--- src/rtl/tx_sample_fifo.sv ---
// ---------------------------------------------------------------------------
// tx_sample_fifo
//
// Elastic sample buffer between the DSP output and the I2S transmitter.
// Everything runs on the I2S bit clock. The buffer primes to half-full
// before it releases samples. After that it pops one sample per I2S frame,
// on the falling edge of word-select. Underflow and overflow are kept as
// sticky flags that drive the board error LED.
//
// Parameters
//   WIDTH          sample width in bits
//   DEPTH          FIFO depth in samples (power of two, >= 4)
//
// Ports
//   sclk_i         I2S bit clock; all logic on the rising edge
//   rst_i          synchronous, active-high reset
//   wrData_i       sample from the DSP
//   wrValid_i      one-cycle write strobe from the DSP
//   ws_i           I2S word-select; a falling edge marks frame start
//   clrErr_i       clears the sticky error flags
//   sample_o       sample presented to the transmitter, held for a frame
//   sampleValid_o  one-cycle pulse when sample_o loads a new entry
//   level_o        current occupancy, 0..DEPTH
//   underflow_o    sticky: pop attempted while empty in RUN
//   overflow_o     sticky: write attempted while full
//   errorLED_o     underflow_o | overflow_o
// ---------------------------------------------------------------------------
module tx_sample_fifo #(
  parameter int WIDTH = 16,
  parameter int DEPTH = 8
) (
  input  logic                     sclk_i,
  input  logic                     rst_i,
  input  logic [WIDTH-1:0]         wrData_i,
  input  logic                     wrValid_i,
  input  logic                     ws_i,
  input  logic                     clrErr_i,
  output logic [WIDTH-1:0]         sample_o,
  output logic                     sampleValid_o,
  output logic [$clog2(DEPTH):0]   level_o,
  output logic                     underflow_o,
  output logic                     overflow_o,
  output logic                     errorLED_o
);

  localparam int PTR_W = $clog2(DEPTH);
  localparam int CNT_W = PTR_W + 1;

  localparam logic [CNT_W-1:0] FULL_COUNT  = CNT_W'(DEPTH);
  localparam logic [CNT_W-1:0] PRIME_COUNT = CNT_W'(DEPTH / 2);

  typedef enum logic {
    FILL = 1'b0,
    RUN  = 1'b1
  } state_t;

  state_t state;
  state_t next_state;

  logic [WIDTH-1:0] mem [DEPTH];
  logic [PTR_W-1:0] wr_ptr;
  logic [PTR_W-1:0] rd_ptr;
  logic [CNT_W-1:0] count;
  logic             ws_prev;

  logic pop_req;
  logic empty;
  logic full;
  logic pop_ok;
  logic pop_fail;
  logic wr_accept;
  logic wr_drop;

  // Frame start is the falling edge of word-select. ws_prev resets to 0, so
  // a low ws_i in the first cycle after reset does not look like an edge.
  assign pop_req = ws_prev & ~ws_i;

  assign empty = (count == '0);
  assign full  = (count == FULL_COUNT);

  // A full FIFO still accepts a write in a cycle where a pop succeeds,
  // because the pop frees a slot. Both decisions use the pre-cycle count.
  assign wr_accept = wrValid_i & (~full | pop_ok);
  assign wr_drop   = wrValid_i & full & ~pop_ok;

  // Next-state and pop decision. In FILL, frame edges are ignored until the
  // registered count reaches half depth. In RUN, a frame edge on an empty
  // buffer is an underflow, and the buffer goes back to FILL to re-prime.
  always_comb begin
    next_state = state;
    pop_ok     = 1'b0;
    pop_fail   = 1'b0;

    case (state)
      FILL: begin
        if (count >= PRIME_COUNT) begin
          next_state = RUN;
        end
      end

      RUN: begin
        if (pop_req) begin
          if (!empty) begin
            pop_ok = 1'b1;
          end else begin
            pop_fail   = 1'b1;
            next_state = FILL;
          end
        end
      end
    endcase
  end

  // State register.
  always_ff @(posedge sclk_i) begin
    if (rst_i) begin
      state <= FILL;
    end else begin
      state <= next_state;
    end
  end

  // Sample storage. This array has no reset: after a reset the pointers
  // make its contents unreachable until they are written again.
  always_ff @(posedge sclk_i) begin
    if (wr_accept) begin
      mem[wr_ptr] <= wrData_i;
    end
  end

  // Pointers, occupancy and the word-select history. Simultaneous
  // write and pop leave the count unchanged.
  always_ff @(posedge sclk_i) begin
    if (rst_i) begin
      wr_ptr  <= '0;
      rd_ptr  <= '0;
      count   <= '0;
      ws_prev <= 1'b0;
    end else begin
      ws_prev <= ws_i;

      if (wr_accept) begin
        wr_ptr <= wr_ptr + 1'b1;
      end

      if (pop_ok) begin
        rd_ptr <= rd_ptr + 1'b1;
      end

      case ({wr_accept, pop_ok})
        2'b10:   count <= count + 1'b1;
        2'b01:   count <= count - 1'b1;
        default: count <= count;
      endcase
    end
  end

  // Transmitter-facing sample register. On an underflow it keeps the last
  // value, so the transmitter repeats the previous sample.
  always_ff @(posedge sclk_i) begin
    if (rst_i) begin
      sample_o      <= '0;
      sampleValid_o <= 1'b0;
    end else begin
      sampleValid_o <= pop_ok;
      if (pop_ok) begin
        sample_o <= mem[rd_ptr];
      end
    end
  end

  // Sticky error flags. A set event in the same cycle as clrErr_i wins.
  always_ff @(posedge sclk_i) begin
    if (rst_i) begin
      underflow_o <= 1'b0;
      overflow_o  <= 1'b0;
    end else begin
      underflow_o <= pop_fail | (underflow_o & ~clrErr_i);
      overflow_o  <= wr_drop  | (overflow_o  & ~clrErr_i);
    end
  end

  assign level_o    = count;
  assign errorLED_o = underflow_o | overflow_o;

endmodule
--- config.mk ---
export PLATFORM = sky130hd
export DESIGN_NAME = tx_sample_fifo
export DESIGN_NICKNAME = d
export VERILOG_FILES = /design/src/rtl/tx_sample_fifo.sv
export SDC_FILE = /design/constraint.sdc
export NUM_CORES = 1
export LEC_CHECK = 0
export ABC_AREA = 1
export BUFFER_PORTS_ARGS = -buffer_cell sky130_fd_sc_hd__buf_2
export CORE_MARGIN = 5
export CORE_UTILIZATION = 40
export DETAILED_ROUTE_END_ITERATION = 10
export SLEW_MARGIN = 10
export SYNTH_ARGS = -nofsm -noshare
export SYNTH_HDL_FRONTEND = slang
export SYNTH_SLANG_ARGS = --single-unit
--- constraint.sdc ---
create_clock -name sclk_i -period 5.8 [get_ports sclk_i]
set_clock_uncertainty 0.1 [all_clocks]
set_input_delay 0.29 -clock sclk_i [delete_from_list [all_inputs] [get_ports sclk_i]]
set_output_delay 0.29 -clock sclk_i [all_outputs]
set_load 0.005 [all_outputs]
==> results.json, run 1 <==
{
  "status": "complete, no violations",
  "synth_area_leaders": "edfxtp_1, nand2_1, dfxtp_1",
  "syn_area_per_cell_um2": 9.97,
  "synth_edf_count": 128,
  "nFillCells": 1522,
  "grt_pass1_wl_mm": 23.7,
  "core_um2": 16500,
  "total_power_mw": 2.51,
  "root_buffer": "clkbuf_16",
  "grt_max_degree": 67,
  "portBuffers": 44,
  "period_minus_slack_ps": 2860,
  "routed_via_density": 4.68,
  "endpoint_kind": "flip-flop",
  "synthTopCellsByCount": "nand2_1, edfxtp_1, inv_1, nand3_1, dfxtp_1",
  "synth_nets": 701,
  "synth_top_cell_area_share": 0.571,
  "syn_area_um2": 6730,
  "clk_pin_slew_worst_paths_ps": 60,
  "tightest_slew_ps": 1240,
  "dp_hpwl_mm": 8.57,
  "dr_total_vias": 4440,
  "clock-sinks": 159,
  "postSynth.asyncResetShare": 0,
  "cts_buffers": 17,
  "final_max_slew_viol_count": 0,
  "synth_most_common_cell": "nand2_1",
  "max_cap_viol_count": 0,
  "ys_types": 24,
  "ant_nets": 0,
  "slew_headroom": 0.174,
  "cp.required_ps": 5730,
  "start_kind": "input pin",
  "grt_pass1_vias": 4394,
  "num_rows": 47,
  "start_util": 0.407,
  "ys_ff_latch": 159,
  "drt-total-wl_mm": 14.6,
  "cts_setup_buffers": 0,
  "n_antenna_cell": 0,
  "routedWlPerCell_um": 15.4,
  "globalRouteTotalUtil": 0.155,
  "synth_area_leader_cell": "edfxtp_1",
  "place_congestion": 0.759,
  "crit_type": "input pin to flip-flop",
  "antenna_found_initial": 0,
  "period_share": 0.494,
  "critPathMaxFanout": 26,
  "pin_count": 45,
  "cts_tree": "yes",
  "htreeDepth": 4,
  "die_h_um": 140,
  "worstPathArrival_ps": 2800,
  "yosysSeqAreaShare": 0.663,
  "syn_inst": 675,
  "post_cts_resized": 0,
  "leakagePower_nw": 3.29,
  "ys_warn_count": 0,
  "overflow": 0,
  "clockBufferDepth": 2,
  "drc_errors": 0,
  "die_x_um": 140,
  "synthFlopType": "edfxtp_1",
  "setup-violations-final": 0,
  "die_area_um2": 19500,
  "layout-drive-gt1-share": 0.128,
  "clkLatencyLatePin_ps": 420,
  "setup_tns_ps": 0,
  "fmax_mhz": 349,
  "area_growth_pct": 14.3,
  "dp.cells": 915,
  "firstDrtPassIters": 5,
  "hold_path.class": "input pin to flip-flop",
  "finalHoldViolCount": 0,
  "ir_drop_mv": 0.222,
  "power_density_nw_per_um2": 327,
  "nets": 741,
  "rsz0062_at_grt": "no",
  "stdcell_count": 948,
  "first_iter_violations": 461
}
logic make-up after synthesis:
family,Yosys count,synth area share
simple gates,330,0.211
flops,159,0.663
buf+inv,146,0.0876
compound gates,31,0.0234
fa+ha+maj,5,0.00930
xor+xnor,4,0.00521
through the flow:
| stage | utilization | setup slack, ps | hold slack, ps | area [um^2] |
|---|---|---|---|---|
| 6_report | 0.466 | 2940 | 39.9 | 7690 |
| 2_1_floorplan | - | 3700 | 289 | 6730 |
| 3_3_place_gp | 0.431 | 3030 | 357 | 7120 |
| 5_1_grt | 0.466 | 2770 | 29.8 | 7690 |
| 3_5_place_dp | 0.431 | 3010 | 354 | 7120 |
| 4_1_cts | 0.466 | 2890 | 25.7 | 7690 |
registers in the layout, summed over array words and instances, names as in the netlist, 3 cells and up:
signal    cells
mem         128
level_o       4
wr_ptr        3
rd_ptr        3
sample_o     16
worst max-delay path, stage by stage:
cell           delay [ps]
dlygate4sd3_1         530
buf_2                 120
inv_1                  70
nand2_1                80
nor2_2                120
nand2_4               230
nand2_4               140
nand2_4                70
or2_4                 270
nor2_2                860
timing repair:
item                                    in CTS  in global routing
endpoints found under the hold margin        1                  0
endpoints found under the setup margin       0                  0
hold buffers                                 1                  0
cells in the final DEF, fill, tap and decap left out, types with 2 or more instances in the layout:
cell / count
inv_2: 3
bufinv_16: 2
xor2_1: 2
nand2_1: 193
nand3_1: 101
dfxtp_1: 30
nand2_4: 3
nand2_2: 2
nor3_1: 3
clkinv_2: 2
edfxtp_1: 128
a21oi_1: 23
buf_4: 6
clkbuf_8: 2
xnor2_1: 2
nor2_1: 19
o21ai_0: 7
clkinvlp_4: 2
ha_1: 5
clkbuf_16: 17
buf_2: 44
inv_1: 112
nor2_2: 7
clkbuf_1: 7
power breakdown:
part	switching (mW)	leakage [nW]	internal (mW)
registers	0.0167	1.41	1.27
clock network	0.414	0.269	0.655
logic	0.105	1.60	0.0495
total	0.536	3.29	1.98
worst paths after layout:
path | startpoint | endpoint | slack [ps] | cells after the start
setup / recovery | ws_i | mem[2][5]$_DFFE_PP_ | 2940 | 10
hold / removal | clrErr_i | overflow_o$_SDFF_PP0_ | 40 | 4
setup reg to reg | level_o[0]$_SDFFE_PP0P_ | mem[2][5]$_DFFE_PP_ | 3120 | 7
hold reg to reg | sample_o[13]$_SDFFE_PP0P_ | sample_o[13]$_SDFFE_PP0P_ | 370 | 2
layout make-up:
class	instances	area [um^2]	share of cell area
Clock buffer	26	479	0.0623
Clock inverter	6	85.1	0.0111
Inverter	116	435	0.0566
Multi-Input combinational cell	370	1680	0.218
Sequential cell	159	4470	0.581
Tap cell	220	275	0.0358
Timing Repair Buffer	51	275	0.0358
metal layers:
metal	share of wire	global-route usage	routed length, um	vias to the layer above
met1	0.46	0.214	6760	2057
met2	0.47	0.244	6880	126
li1	-	-	-	2249
met5	0	0	0	-
met4	0.0080	0.0413	117	0
met3	0.056	0.0429	820	8
No activity file was read; power rests on OpenSTA's default activity.
==> run 2: changes to the inputs <==
==> constraint.sdc (replaced) <==
create_clock -name sclk_i -period 2.57 [get_ports sclk_i]
set_clock_uncertainty 0.1 [all_clocks]
set_input_delay 0.1285 -clock sclk_i [delete_from_list [all_inputs] [get_ports sclk_i]]
set_output_delay 0.1285 -clock sclk_i [all_outputs]
set_load 0.005 [all_outputs]
==> results.json, run 2 (synthesis results as in run 1) <==
{
  "status": "complete, no violations",
  "die_x_um": 140,
  "antenna_found_initial": 0,
  "worstHoldStart": "sample_o[2]$_SDFFE_PP0P_",
  "final_max_slew_viol_count": 0,
  "nFillCells": 1464,
  "r2r-start": "level_o[0]$_SDFFE_PP0P_",
  "mostFrequentLayoutCells": "nand2_1, edfxtp_1, inv_1, nand3_1, buf_2",
  "hold_path.class": "flip-flop to flip-flop",
  "num_rows": 47,
  "area_growth_pct": 20.8,
  "globalRouteTotalUtil": 0.158,
  "setup-violations-final": 0,
  "hold_end": "sample_o[2]$_SDFFE_PP0P_",
  "worstPathArrival_ps": 2480,
  "drc_errors": 0,
  "crit_chain": "nor2_2 -> nand2_2 -> nand2_4 -> nand2_4 -> nand2_4 -> ha_1 -> nand2_1 -> inv_1 -> nor2_1 -> ha_1 -> a21oi_1 -> xnor2_1 -> o21ai_0 -> inv_1",
  "post_cts_resized": 0,
  "n_antenna_cell": 0,
  "period_minus_slack_ps": 2270,
  "die_area_um2": 19500,
  "critPathMaxFanout": 10,
  "p_seq_frac": 0.471,
  "p_sw_frac": 0.214,
  "htreeDepth": 4,
  "nets": 774,
  "clkLatencyLatePin_ps": 430,
  "period_share": 0.884,
  "layout_commonest_cell": "nand2_1",
  "firstDrtPassIters": 5,
  "dp_hpwl_mm": 8.81,
  "clk_pin_slew_worst_paths_ps": 60,
  "overflow": 0,
  "top_register": "mem",
  "cp_slowest_cell": "dfxtp_1",
  "grt_max_degree": 66,
  "endpoint_kind": "flip-flop",
  "cp.required_ps": 2780,
  "clock-sinks": 159,
  "place_congestion": 0.794,
  "crit_type": "flip-flop to flip-flop",
  "cp.depth": 14,
  "power_density_nw_per_um2": 759,
  "max_cap_viol_count": 0,
  "routed_via_density": 4.81,
  "rsz0062_at_grt": "no",
  "path_common_cell": "nand2_4",
  "slew_headroom": 0.517,
  "cp_top_family": "simple AND/OR/NAND/NOR gates",
  "switchingPower_mw": 1.32,
  "timing.hold.ws_ps": 362,
  "pin_count": 45,
  "clockBufferDepth": 2,
  "cts_hold_buf": 21,
  "first_iter_violations": 346,
  "portBuffers": 44,
  "r2r_slack_ps": 300,
  "cts_setup_buffers": 0,
  "ir_drop_mv": 0.482,
  "die_h_um": 140,
  "routedWlPerCell_um": 15.1,
  "p_comb_frac": 0.063,
  "start_kind": "flip-flop",
  "reg2reg_to": "level_o[2]$_SDFFE_PP0P_",
  "layout-drive-gt1-share": 0.147,
  "ant_nets": 0,
  "setup_tns_ps": 0,
  "start_util": 0.407,
  "crit_buf_inv": 2,
  "drt-total-wl_mm": 14.8,
  "dr_total_vias": 4720,
  "cts_buffers": 17,
  "reg2regPathDepth": 14,
  "largest_reg_flops": 128,
  "fmax_mhz": 440,
  "cpPeakStageDelay_ps": 360,
  "internal-power_mw": 4.85,
  "finalHoldViolCount": 0,
  "hold_depth": 2,
  "core_um2": 16500,
  "grt_pass1_wl_mm": 24.0,
  "root_buffer": "clkbuf_16",
  "leakagePower_nw": 3.51,
  "tightest_slew_ps": 719,
  "cts_tree": "yes",
  "grt_pass1_vias": 4617,
  "clock_power_share": 0.466
}
==> run 2: changes by cell type in the layout (fill, tap and decap cells not counted), sizes merged <==
cell / previous run / this run
inv: 115 / 120
clkinvlp: 2 / 1
clkinv: 3 / 4
dlygate4sd3: 1 / 21
clkbuf: 26 / 17
bufinv: 2 / 6
buf: 50 / 63
==> run 2: area by class of cell <==
cell class | instances | area, um^2 | area share
Sequential cell | 159 | 4470 | 0.549
Multi-Input combinational cell | 370 | 1680 | 0.206
Timing Repair Buffer | 84 | 598 | 0.0735
Inverter | 116 | 435 | 0.0535
Clock buffer | 17 | 425 | 0.0523
Tap cell | 220 | 275 | 0.0339
Clock inverter | 15 | 255 | 0.0314
==> run 2: tightest hold or removal path, delay by kind of cell, from the launching register on <==
family,cells,cell delay [ps]
compound gates,1,60
flops,1,300
simple gates,1,60
==> run 2: how the worst max path moves through the flow <==
stage,start,endpoint,slack (ps)
final,level_o[0]$_SDFFE_PP0P_,level_o[2]$_SDFFE_PP0P_,300
after global routing,level_o[1]$_SDFFE_PP0P_,level_o[2]$_SDFFE_PP0P_,190
after CTS,level_o[0]$_SDFFE_PP0P_,level_o[2]$_SDFFE_PP0P_,330
after detailed placement,level_o[0]$_SDFFE_PP0P_,level_o[2]$_SDFFE_PP0P_,340
after global placement,level_o[0]$_SDFFE_PP0P_,level_o[2]$_SDFFE_PP0P_,470
after floorplan,level_o[0]$_SDFFE_PP0P_,mem[1][0]$_DFFE_PP_,470
==> run 2: layer usage <==
metal	track usage	share of wire	vias to the layer above
met5	0	0	-
met4	0.0607	0.022	0
met3	0.0381	0.047	31
met2	0.273	0.50	123
met1	0.191	0.43	2247
li1	-	-	2319
==> run 2: power by group through the flow <==
stage | logic, mW | registers (mW) | clock network (mW)
final | 0.390 | 2.91 | 2.88
after CTS | 0.392 | 2.91 | 2.91
after detailed placement | 0.365 | 2.96 | 0
after floorplan | 0.228 | 2.96 | 0
after global routing | 0.439 | 2.91 | 3.02
after global placement | 0.351 | 2.96 | 0
==> run 2: per-stage QoR <==
step                utilization  worst slack (ps)  std cells  instance area (um^2)  power, mW
detailed placement        0.438               341        928                  7240       3.33
global route              0.492               189        981                  8130       6.38
finish                    0.492               297        981                  8130       6.17
CTS                       0.492               326        981                  8130       6.21
global placement          0.438               468        928                  7240       3.31
floorplan                     -               471        675                  6730       3.19
==> run 3: changes to the inputs <==
==> constraint.sdc (replaced) <==
create_clock -name sclk_i -period 2.6 [get_ports sclk_i]
set_clock_uncertainty 0.1 [all_clocks]
set_input_delay 0.13 -clock sclk_i [delete_from_list [all_inputs] [get_ports sclk_i]]
set_output_delay 0.13 -clock sclk_i [all_outputs]
set_load 0.005 [all_outputs]
==> results.json, run 3 (synthesis results as in run 1) <==
{
  "cts_setup_buffers": 0,
  "first_iter_violations": 289,
  "hold_path.class": "flip-flop to flip-flop",
  "overflow": 0,
  "route.met2.wl_mm": 7.37,
  "clock-sinks": 159,
  "critPathMaxFanout": 10,
  "stdcell_count": 981,
  "start_kind": "flip-flop",
  "status": "complete, no violations",
  "endpoint_kind": "flip-flop",
  "cp_slowest_cell": "dfxtp_1",
  "cp_top_family": "simple AND/OR/NAND/NOR gates",
  "drc_errors": 0,
  "fin_util": 0.485,
  "top_register": "mem",
  "max_cap_viol_count": 0,
  "power_density_nw_per_um2": 700,
  "dp.cells": 928,
  "start_util": 0.407,
  "core_um2": 16500,
  "num_rows": 47,
  "grt_max_degree": 66,
  "setup-violations-final": 0,
  "final_max_slew_viol_count": 0,
  "rsz0062_at_grt": "no",
  "cts_buffers": 17,
  "r2r_slack_ps": 350,
  "top_layer": "met4",
  "routed_via_density": 4.80,
  "portBuffers": 44,
  "drt-total-wl_mm": 14.6,
  "globalRouteTotalUtil": 0.155,
  "clk_pin_slew_worst_paths_ps": 60,
  "fin_ws_ps": 350,
  "slew_headroom": 0.523,
  "layout-drive-gt1-share": 0.148,
  "tightest_slew_ps": 711,
  "area_growth_pct": 19.1,
  "routedWlPerCell_um": 14.9,
  "wl_met3_um": 709,
  "cp.required_ps": 2810,
  "ir_drop_mv": 0.482,
  "clkLatencyLatePin_ps": 420,
  "leakagePower_nw": 3.45,
  "worstPathArrival_ps": 2460,
  "clockBufferDepth": 2,
  "fmax_mhz": 444,
  "dp_slack_ps": 365,
  "period_share": 0.866,
  "finalHoldViolCount": 0,
  "multi_input_area_um2": 1680,
  "pin_count": 45,
  "mostFrequentLayoutCells": "nand2_1, edfxtp_1, inv_1, nand3_1, buf_2",
  "firstDrtPassIters": 7,
  "cpPeakStageDelay_ps": 370,
  "die_h_um": 140,
  "largest_reg_flops": 128,
  "nets": 774,
  "place_congestion": 0.794,
  "root_buffer": "clkbuf_16",
  "ant_nets": 0,
  "n_antenna_cell": 0,
  "crit_chain": "nor2_2 -> nand2_2 -> nand2_4 -> nand2_4 -> nand2_4 -> ha_1 -> nand2_1 -> inv_1 -> nor2_1 -> ha_1 -> a21oi_1 -> xnor2_1 -> o21ai_0 -> inv_1",
  "timing.hold.ws_ps": 360,
  "path_common_cell": "nand2_4",
  "nFillCells": 1450,
  "dp_hpwl_mm": 8.78,
  "grt_pass1_vias": 4608,
  "htreeDepth": 4,
  "crit_buf_inv": 2,
  "grt_pass1_wl_mm": 23.6,
  "antenna_found_initial": 0,
  "layout_commonest_cell": "nand2_1",
  "die_area_um2": 19500,
  "period_minus_slack_ps": 2250,
  "cts_tree": "yes",
  "wl_met1_mm": 6.24,
  "regArea_um2": 4470,
  "dr_total_vias": 4712,
  "setup_tns_ps": 0,
  "crit_type": "flip-flop to flip-flop",
  "die_x_um": 140
}
[run 3: cell count changes in the layout (fill, tap and decap cells not counted)]
cell,previous run,this run
clkinv_1,2,1
clkinv_4,2,4
clkinv_2,0,3
bufinv_16,6,1
clkinvlp_4,1,3
inv_8,1,0
[run 3: path summary, 6_finish.rpt]
check / end / startpoint / cells past startpoint
hold reg to reg: sample_o[3]$_SDFFE_PP0P_ / sample_o[3]$_SDFFE_PP0P_ / 2
setup / recovery: level_o[2]$_SDFFE_PP0P_ / level_o[0]$_SDFFE_PP0P_ / 14
hold / removal: sample_o[3]$_SDFFE_PP0P_ / sample_o[3]$_SDFFE_PP0P_ / 2
setup reg to reg: level_o[2]$_SDFFE_PP0P_ / level_o[0]$_SDFFE_PP0P_ / 14
[run 3: final cells by class]
class,count,share of cell area
clock buffer,17,0.0531
inverter,116,0.0543
multi-input combinational,370,0.209
timing repair buffer,84,0.0746
sequential,159,0.557
tap,220,0.0343
clock inverter,15,0.0172
[run 3: repair_timing]
item / in CTS / in global routing
hold buffers: 21 / 0
resized for setup: 0 / 0
endpoints found under the hold margin: 140 / 0
endpoints found under the setup margin: 0 / 0
[run 3: power by group]
part	total (mW)	internal, mW	switching [mW]
clock	2.36	1.33	1.03
sequential	2.87	2.84	0.0372
combinational	0.383	0.140	0.243
total	5.61	4.30	1.31
[run 3: layer usage]
layer | vias to the layer above | track usage
li1 | 2318 | -
met1 | 2274 | 0.187
met2 | 99 | 0.266
met3 | 21 | 0.0401
met4 | 0 | 0.0592
met5 | - | 0
[run 3: worst min-delay path, stage by stage (launching register included)]
cell and delay, ps:
dfxtp_1 300, nand2_1 60, a21oi_1 50
[run 3: metrics by stage]
stage	power (mW)	area, um^2
6_report	5.61	8010
5_1_grt	5.82	8010
4_1_cts	5.65	8010
3_5_place_dp	3.29	7240
3_3_place_gp	3.27	7240
2_1_floorplan	3.15	6730
